## src/rtl/stream_mux_pkg.sv

```systemverilog
// Shared constants for the stream mux: default geometry and the arbitration mode encoding.
package stream_mux_pkg;

  localparam int DEFAULT_WIDTH = 8;
  localparam int DEFAULT_NCH   = 4;

  typedef enum logic {
    MODE_FIXED = 1'b0,
    MODE_RR    = 1'b1
  } mode_e;

endpackage

```

## src/rtl/rr_arbiter.sv

```systemverilog
// Round-robin request scanner: first set request at ptr, ptr+1, ... wrapping modulo NCH.
// Latency: purely combinational.
// Backpressure: none; grant is a pure function of requests and pointer.
module rr_arbiter
  import stream_mux_pkg::*;
#(
  parameter int NCH = DEFAULT_NCH,
  parameter int SW  = $clog2(NCH)
) (
  input  logic [NCH-1:0] req_i,
  input  logic [SW-1:0]  ptr_i,
  output logic [NCH-1:0] gnt_o,
  output logic [SW-1:0]  gnt_idx_o,
  output logic           gnt_vld_o
);

  logic [SW-1:0] cand;

  always_comb begin
    gnt_o     = '0;
    gnt_idx_o = '0;
    gnt_vld_o = 1'b0;
    cand      = '0;
    for (int i = 0; i < NCH; i++) begin
      cand = SW'((int'(ptr_i) + i) % NCH);
      if (!gnt_vld_o && req_i[cand]) begin
        gnt_vld_o = 1'b1;
        gnt_idx_o = cand;
      end
    end
    gnt_o[gnt_idx_o] = gnt_vld_o;
  end

endmodule

```

## src/rtl/stream_mux_rr.sv

```systemverilog
// NCH:1 stream mux, fixed-select or round-robin; STREAM_MUX_PKT_LOCK_EN adds packet locking.
// Latency: 1 cycle from input handshake to registered output.
// Backpressure: input ready only while the output register is empty or draining this cycle.
module stream_mux_rr
  import stream_mux_pkg::*;
#(
  parameter int WIDTH = DEFAULT_WIDTH,
  parameter int NCH   = DEFAULT_NCH,
  localparam int SW   = $clog2(NCH)
) (
  input  logic                 clk,
  input  logic                 rst_n,
  input  logic                 mode,
  input  logic [SW-1:0]        sel,
  input  logic [NCH*WIDTH-1:0] in_data,
  input  logic [NCH-1:0]       in_valid,
  output logic [NCH-1:0]       in_ready,
`ifdef STREAM_MUX_PKT_LOCK_EN
  input  logic [NCH-1:0]       in_last,
  output logic                 out_last,
`endif
  output logic [WIDTH-1:0]     out_data,
  output logic                 out_valid,
  input  logic                 out_ready,
  output logic [SW-1:0]        out_ch
);

  logic [WIDTH-1:0] out_data_q, out_data_d;
  logic             out_valid_q, out_valid_d;
  logic [SW-1:0]    out_ch_q, out_ch_d;
  logic [SW-1:0]    ptr_q, ptr_d;
`ifdef STREAM_MUX_PKT_LOCK_EN
  logic             lock_q, lock_d;
  logic [SW-1:0]    lock_ch_q, lock_ch_d;
  logic             out_last_q, out_last_d;
`endif

  logic [NCH-1:0]   arb_gnt;
  logic [SW-1:0]    arb_idx;
  logic             arb_vld;
  logic             fix_vld;
  logic             gnt_vld;
  logic [SW-1:0]    gnt_idx;
  logic             free;
  logic             xfer;
  logic [WIDTH-1:0] sel_dat;

  rr_arbiter #(.NCH(NCH), .SW(SW)) u_arb (
    .req_i     (in_valid),
    .ptr_i     (ptr_q),
    .gnt_o     (arb_gnt),
    .gnt_idx_o (arb_idx),
    .gnt_vld_o (arb_vld)
  );

  always_comb begin
    // Out-of-range sel (non power-of-two NCH) matches no channel and so grants nothing.
    fix_vld = 1'b0;
    for (int k = 0; k < NCH; k++) begin
      if (sel == SW'(k)) fix_vld = in_valid[k];
    end

    gnt_vld = 1'b0;
    gnt_idx = '0;
`ifdef STREAM_MUX_PKT_LOCK_EN
    if (lock_q) begin
      gnt_vld = in_valid[lock_ch_q];
      gnt_idx = lock_ch_q;
    end else
`endif
    if (mode == MODE_FIXED) begin
      gnt_vld = fix_vld;
      gnt_idx = sel;
    end else begin
      gnt_vld = arb_vld && (arb_gnt != '0);
      gnt_idx = arb_idx;
    end

    free = !out_valid_q || out_ready;
    xfer = rst_n && free && gnt_vld;

    in_ready = '0;
    sel_dat  = '0;
    for (int k = 0; k < NCH; k++) begin
      if (gnt_idx == SW'(k)) begin
        in_ready[k] = xfer;
        sel_dat     = in_data[k*WIDTH +: WIDTH];
      end
    end

    out_valid_d = out_valid_q;
    out_data_d  = out_data_q;
    out_ch_d    = out_ch_q;
    ptr_d       = ptr_q;
`ifdef STREAM_MUX_PKT_LOCK_EN
    lock_d      = lock_q;
    lock_ch_d   = lock_ch_q;
    out_last_d  = out_last_q;
`endif
    if (xfer) begin
      out_valid_d = 1'b1;
      out_data_d  = sel_dat;
      out_ch_d    = gnt_idx;
`ifdef STREAM_MUX_PKT_LOCK_EN
      lock_d      = !in_last[gnt_idx];
      lock_ch_d   = gnt_idx;
      out_last_d  = in_last[gnt_idx];
`endif
      if (mode == MODE_RR) begin
        ptr_d = (gnt_idx == SW'(NCH - 1)) ? '0 : gnt_idx + SW'(1);
      end
    end else if (out_ready) begin
      out_valid_d = 1'b0;
    end
  end

  always_ff @(posedge clk or negedge rst_n) begin
    if (!rst_n) begin
      out_valid_q <= 1'b0;
      out_data_q  <= '0;
      out_ch_q    <= '0;
      ptr_q       <= '0;
`ifdef STREAM_MUX_PKT_LOCK_EN
      lock_q      <= 1'b0;
      lock_ch_q   <= '0;
      out_last_q  <= 1'b0;
`endif
    end else begin
      out_valid_q <= out_valid_d;
      out_data_q  <= out_data_d;
      out_ch_q    <= out_ch_d;
      ptr_q       <= ptr_d;
`ifdef STREAM_MUX_PKT_LOCK_EN
      lock_q      <= lock_d;
      lock_ch_q   <= lock_ch_d;
      out_last_q  <= out_last_d;
`endif
    end
  end

  assign out_valid = out_valid_q;
  assign out_data  = out_data_q;
  assign out_ch    = out_ch_q;
`ifdef STREAM_MUX_PKT_LOCK_EN
  assign out_last  = out_last_q;
`endif

endmodule
```

## config.mk

```make
export PLATFORM = sky130hd
export DESIGN_NAME = stream_mux_rr
export DESIGN_NICKNAME = d
export VERILOG_FILES = /design/src/rtl/stream_mux_pkg.sv /design/src/rtl/rr_arbiter.sv /design/src/rtl/stream_mux_rr.sv
export SDC_FILE = /design/constraint.sdc
export NUM_CORES = 1
export LEC_CHECK = 0
export CAP_MARGIN = 0
export CELL_PAD_IN_SITES_DETAIL_PLACEMENT = 1
export CELL_PAD_IN_SITES_GLOBAL_PLACEMENT = 2
export CORE_MARGIN = 4
export CORE_UTILIZATION = 25
export CTS_BUF_LIST = sky130_fd_sc_hd__clkbuf_8
export DETAILED_ROUTE_END_ITERATION = 6
export GPL_TIMING_DRIVEN = 0
export PLACE_DENSITY = 0.95
export SLEW_MARGIN = 25
export SYNTH_ARGS = -nofsm -noshare
export SYNTH_HDL_FRONTEND = slang
export SYNTH_SLANG_ARGS = --single-unit
```

## constraint.sdc

```tcl
create_clock -name clk -period 6.15 [get_ports clk]
set_input_delay 1.845 -clock clk [delete_from_list [all_inputs] [get_ports clk]]
set_output_delay 1.845 -clock clk [all_outputs]
set_load 0.05 [all_outputs]
```

Word-level counts from Yosys, hierarchy flattened
Index checks and enable logic that the tools add are counted.
{ "word_totals": {"reg_bits": 13, "input_bits": 42, "output_inout_bits": 15, "word_cells": 73} }
{ "op_classes": {"add_sub_neg": 4, "n_lt_le_gt_ge": 6, "n_eq_ne": 6, "muxes": 35, "n_bitwise": 1, "reduce_logical": 17} }
{ "op_table": {"columns": ["operator", "count"], "rows": [
  ["$mux 8", 4],
  ["$mux 1", 20],
  ["$lt 2x3->1 const B", 5],
  ["$mux 2", 6],
  ["$bmux 1 s2", 4],
  ["$eq 2x2->1 const B", 4],
  ["$logic_and 1x1->1", 7],
  ["$add 2x1->2 const B", 2],
  ["$add 2x2->2 const B", 2],
  ["$and 4x4->4", 1],
  ["$eq 2x1->1 const B", 2],
  ["$logic_not 1->1", 4],
  ["$logic_not 2->1", 2],
  ["$reduce_bool 4->1", 1],
  ["$demux 1 s2", 1],
  ["$ge 2x1->1 const B", 1],
  ["$reduce_and 2->1", 1],
  ["$reduce_bool 2->1", 1],
  ["$logic_or 1x1->1", 1]
]} }

Longest topological paths before layout
Gate-level depths: netlist of run 1.
{ "logic_depth": {"word_depth": 22, "depth_mapped": 11, "ltp_nobuf": 9} }

By module
Synthesis of run 1 repeated with hierarchy kept, for this count alone.
{ "unflattened": {"hier_cells": 118, "area_unflattened_um2": 1108.6} }
{ "modules_own_cells": {"columns": ["mod", "instances", "cells_per_inst", "area_each_um2", "seq_area_each_um2"], "rows": [
  ["stream_mux_rr", 1, 86, 925.9, 325.3],
  ["rr_arbiter", 1, 32, 182.7, 0.0]
]} }

Worst setup path after synthesis of run 1
OpenSTA, ideal clock, no wires.
{ "synth_timing": {"kind": "input to output", "startpoint": "input mode", "endpoint": "output in_ready[3]", "t_arrival_ps": 3751, "required_time_ps": 4305, "slack_ps": 554, "cell_stages": 7, "path_buffers": 3, "path_cell_list": "clkbuf_2 -> inv_1 -> o41ai_2 -> ha_1 -> clkbuf_1 -> clkbuf_1 -> and3_1"} }
{ "synth_via": {"elab_chain_cells": 3, "word_cells_on_any_way": 5, "cone_classes": "1 x eq/ne; 3 x mux; 1 x reduce/logical"} }
{ "synth_lines": {"columns": ["item", "line", "rtl"], "rows": [
  ["start, declared", "stream_mux_rr.sv:13", "input logic mode,"],
  ["$mux 2", "stream_mux_rr.sv:71", "if (mode == MODE_FIXED) begin"],
  ["net gnt_idx[0]", "stream_mux_rr.sv:43", "logic [SW-1:0] gnt_idx;"],
  ["$eq 2x2->1", "stream_mux_rr.sv:85", "if (gnt_idx == SW'(k)) begin"],
  ["$mux 1", "stream_mux_rr.sv:85", null],
  ["end, declared", "stream_mux_rr.sv:17", "output logic [NCH-1:0] in_ready,"]
]} }
The timed path passes the listed nets, and every way through them passes these cells.

Worst setup path in the final report of run 1
{ "layout_timing": {"startpoint": "input in_valid[1]", "endpoint": "output in_ready[2]"} }
{ "layout_via": {"word_cells_on_any_way": 38, "cone_classes": "2 x order compare; 1 x eq/ne; 24 x mux; 1 x bitwise; 10 x reduce/logical"} }
{ "layout_rtl": {"columns": ["item", "line", "rtl"], "rows": [
  ["start, declared", "stream_mux_rr.sv:16", "input logic [NCH-1:0] in_valid,"],
  ["$bmux 1 s2", "rr_arbiter.sv:26", "if (!gnt_vld_o && req_i[cand]) begin"],
  ["$mux 1 (not written as such)", "rr_arbiter.sv:26", null],
  ["$mux 1", "rr_arbiter.sv:26", null],
  ["$logic_not 1->1", "rr_arbiter.sv:26", null],
  ["$logic_and 1x1->1", "rr_arbiter.sv:26", null],
  ["$mux 1", "rr_arbiter.sv:26", null],
  ["$logic_not 1->1", "rr_arbiter.sv:26", null],
  ["$logic_and 1x1->1", "rr_arbiter.sv:26", null],
  ["$mux 1", "rr_arbiter.sv:26", null],
  ["$logic_not 1->1", "rr_arbiter.sv:26", null],
  ["$logic_and 1x1->1", "rr_arbiter.sv:26", null],
  ["$mux 2 (*)", "rr_arbiter.sv:26", null],
  ["$mux 2 (*)", "stream_mux_rr.sv:71", null],
  ["net gnt_idx[1]", "stream_mux_rr.sv:43", null],
  ["$eq 2x2->1 (*)", "stream_mux_rr.sv:85", null],
  ["$mux 1 (*)", "stream_mux_rr.sv:85", null]
]} }
The timed path passes the listed nets; every way through them passes the cells marked *. The select of a mux whose other input is x is not followed.

==> results of run 1 <==
==> where the power goes <==
group          switching [mW]  leakage [nW]  total [mW]  internal (mW)
combinational           0.238         0.594       0.416          0.177
clock                  0.0309        0.0269      0.0750         0.0440
sequential             0.0283         0.157       0.152          0.123
==> flip-flops by register name (all words and copies together) (netlist names) <==
| signal | count |
|---|---|
| out_valid | 1 |
| out_ch | 2 |
| out_data | 8 |
| ptr_q | 2 |
==> what timing repair did <==
action / 4_1_cts / 5_1_grt
buffers inserted: 1 / 2
pin swaps: 1 / 2
gates resized for setup: 19 / 7
endpoints found under the setup margin: 4 / 2
==> Yosys cell counts (3+ instances only) <==
library cell | n | area [um^2]
a221oi_1 | 7 | 61.3
clkbuf_1 | 4 | 15.0
nand2_1 | 10 | 37.5
mux2_4 | 8 | 120
o31ai_1 | 7 | 52.6
a31oi_1 | 3 | 18.8
ha_1 | 4 | 50.1
and3_1 | 4 | 25.0
a21oi_1 | 3 | 15.0
mux2_1 | 3 | 33.8
nor2b_1 | 10 | 62.6
dfrtp_1 | 13 | 325
mux2i_1 | 3 | 30.0
nor2_1 | 3 | 11.3
inv_1 | 6 | 22.5
==> per-stage QoR <==
stage               instances   util  total power, mW  setup slack, ps  instance area, um^2
floorplan                 109      -            0.407              554                 1100
global placement          214  0.415            0.539             -934                 1710
finish                    220  0.439            0.642              111                 1810
CTS                       218  0.434            0.636             29.9                 1780
global route              220  0.439            0.675            -6.52                 1810
detailed placement        214  0.415            0.555            -1090                 1710
==> worst register-to-register path, delay by kind of cell, from the launching register on <==
family,cells,cell delay [ps]
AO/OA/AOI/OAI,4,1050
multiplexers,1,210
AND/OR/NAND/NOR,2,800
adder cells (fa/ha/maj),1,210
buffers and inverters,1,120
flip-flops,1,450
==> layer usage <==
layer  up-vias  track usage  share of wire
met4         0       0.0158         0.0011
li1        529            -              -
met5         -            0              0
met1       553        0.177           0.43
met3         2       0.0284          0.053
met2        32        0.262           0.52
==> cell families (layout without fill, tap and decap cells) <==
family,Yosys count,after routing
buffers and inverters,13,74
DFF,13,13
adders and majority gates,4,4
and+or+nand+nor,36,36
muxes,14,14
AOI/OAI and AO/OA,29,29
==> worst max path at each step <==
stage | to | slack (ps) | cells after the start
detailed placement | in_ready[3] | -1090 | 9
finish | in_ready[2] | 110 | 8
floorplan | in_ready[3] | 550 | 7
global placement | in_ready[3] | -930 | 9
global route | in_ready[2] | -7 | 8
CTS | in_ready[3] | 30 | 8
==> area by class of cell <==
class	count	area share
inverter	6	0.0125
tap	50	0.0347
sequential	13	0.180
clock buffer	3	0.0229
buffer	6	0.0249
timing repair buffer	58	0.310
multi-input combinational	83	0.413
clock inverter	1	0.00208
==> impl_metrics.csv, run 1 <==
group,metric,value,unit
setup_path,crit_start,"in_valid[1]",
cells_and_area,syn2layout_area_growth,64.7,%
sta,tightest_slew,614,ps
setup_path,crit_family,"buffers and inverters",
hold_path,min_from,"out_ch[0]$_DFFE_PN0N_",
setup_path,reg2reg_depth,9,
hold_path,hold_path_class,"flop to flop",
logic_synthesis,synth_simple_gate_area_share,0.196,
cells_and_area,drive_gt1_frac,0.182,
logic_synthesis,yosysSeqAreaShare,0.297,
sta,finalCriticalPeriod,6040,ps
clock_network,clock_sinks,13,
placement,gp_congestion,0.766,
clock_network,hold_buffers,0,
power,leakage,0.777,nW
hold_path,holdPathStages,1,
cells_and_area,multi_input_area,746,um^2
clock_network,cts_max_path_buffers,2,
die,die_area,5510,um^2
setup_path,r2r-end,"out_data[7]$_DFFE_PN0N_",
logic_synthesis,synth_ff_type,"dfrtp_1",
setup_path,slowest_delay,540,ps
clock_network,ctsHtreeMaxLevel,1,
drt,drt_iter0_drc,50,
die,start_util,0.266,
drt,remaining_drc_errors,0,
global_route,antenna_found_initial,0,
logic_synthesis,ys_warn_count,0,
sta,drv_slew,0,
clock_network,cts_root_buf,"clkbuf_8",
die,fp-row-count,23,
drt,first_pass_iters,4,
clock_network,clk_latency,240,ps
logic_synthesis,synth_xor_area_frac,0,
sta,skew,0.711,ps
global_route,grt_usage,0.142,
cells_and_area,seqCellArea,325,um^2
setup_path,worst-path-buf-inv,3,
setup_path,critPathSlowestCell,"clkdlybuf4s50_1",
logic_synthesis,syn-num-nets,155,
global_route,grt_pass1_wl,6180,um
sta,setup_viol,0,
setup_path,cp.arrival,4190,ps
sta,tns,0,ps
cells_and_area,fin_nets,217,
global_route,grt_max_degree,15,
global_route,grt_pass1_vias,1297,
setup_path,reg2reg_from,"ptr_q[0]$_DFFE_PN0P_",
cells_and_area,n_fill_cell,471,
placement,io_buffers,55,
logic_synthesis,syn-cell-area,1100,um^2
power,peakVddDrop,0.121,mV
cells_and_area,mostFrequentLayoutCell,"clkdlybuf4s50_1",
logic_synthesis,synth_enable_flop_cells,0,
setup_path,critical_path.max_fanout,10,
setup_path,cp-start-kind,"primary input",
logic_synthesis,synthMuxAreaShare,0.168,
setup_path,r2r_slack,3240,ps
drt,vias,1116,
setup_path,path_cells,"clkdlybuf4s50_1, nor3b_1, o32ai_1, a31oi_2, ha_4, clkbuf_2, and3_1, clkdlybuf4s18_2",
drt,routed_via_density,5.07,
placement,dpl.hpwl,3120,um
sta,slew_headroom,0.589,
logic_synthesis,async_reset_ff_frac,1.00,
sta,fmax,166,MHz
cells_and_area,antennaDiodeCount,0,
sta,period_share,0.982,
logic_synthesis,netlist_instances,109,
outcome,status,"complete, no violations",
sta,whs,516,ps
clock_network,cts_tree,"done",
power,p_per_area,356,nW/um^2
die,ios,57,
logic_synthesis,yosys.cell_types.count,36,
flow_run,maxCapViolCount,0,
logic_synthesis,syn_area_per_cell,10.1,um^2
global_route,overflow,0,
die,fp.dieH,74.2,um
die,die_w,74.2,um
logic_synthesis,yosys.area_share.adder,0.0457,
die,core-area,4120,um^2
setup_path,end_kind,"output port",
sta,report.final.hold_viol_count,0,
logic_synthesis,synth_top_family_by_area,"compound AO/OA/AOI/OAI gates",
drt,wl_per_cell,17.2,um
clock_network,clk_pin_slew_worst_paths,60,ps
drt,drt-total-wl,3780,um
setup_path,critPathKind,"primary input to output port",
logic_synthesis,synth_compound_area_frac,0.232,
setup_path,required,4300,ps
drt,antenna_left,0,
cells_and_area,final_cell_mix,"clkdlybuf4s50_1 (49), dfrtp_1 (13), nor2b_1 (10), nand2_1 (10), mux2_4 (8)",
clock_network,cts-buffers-inserted,3,
logic_synthesis,ys_ff_latch,13,
hold_path,holdPathEnd,"out_ch[0]$_DFFE_PN0N_",
Note: power is estimated with default switching activity, not from simulation.
==> inputs of run 2 (changes only) <==
--- a/config.mk
+++ b/config.mk
@@ -12,6 +12,7 @@
 export CORE_UTILIZATION = 25
 export CTS_BUF_LIST = sky130_fd_sc_hd__clkbuf_8
 export DETAILED_ROUTE_END_ITERATION = 6
+export GPL_ROUTABILITY_DRIVEN = 1
 export GPL_TIMING_DRIVEN = 0
 export PLACE_DENSITY = 0.95
 export SLEW_MARGIN = 25
==> results of run 2 <==
Final layout, timing and power as in run 1 (identical DEF).
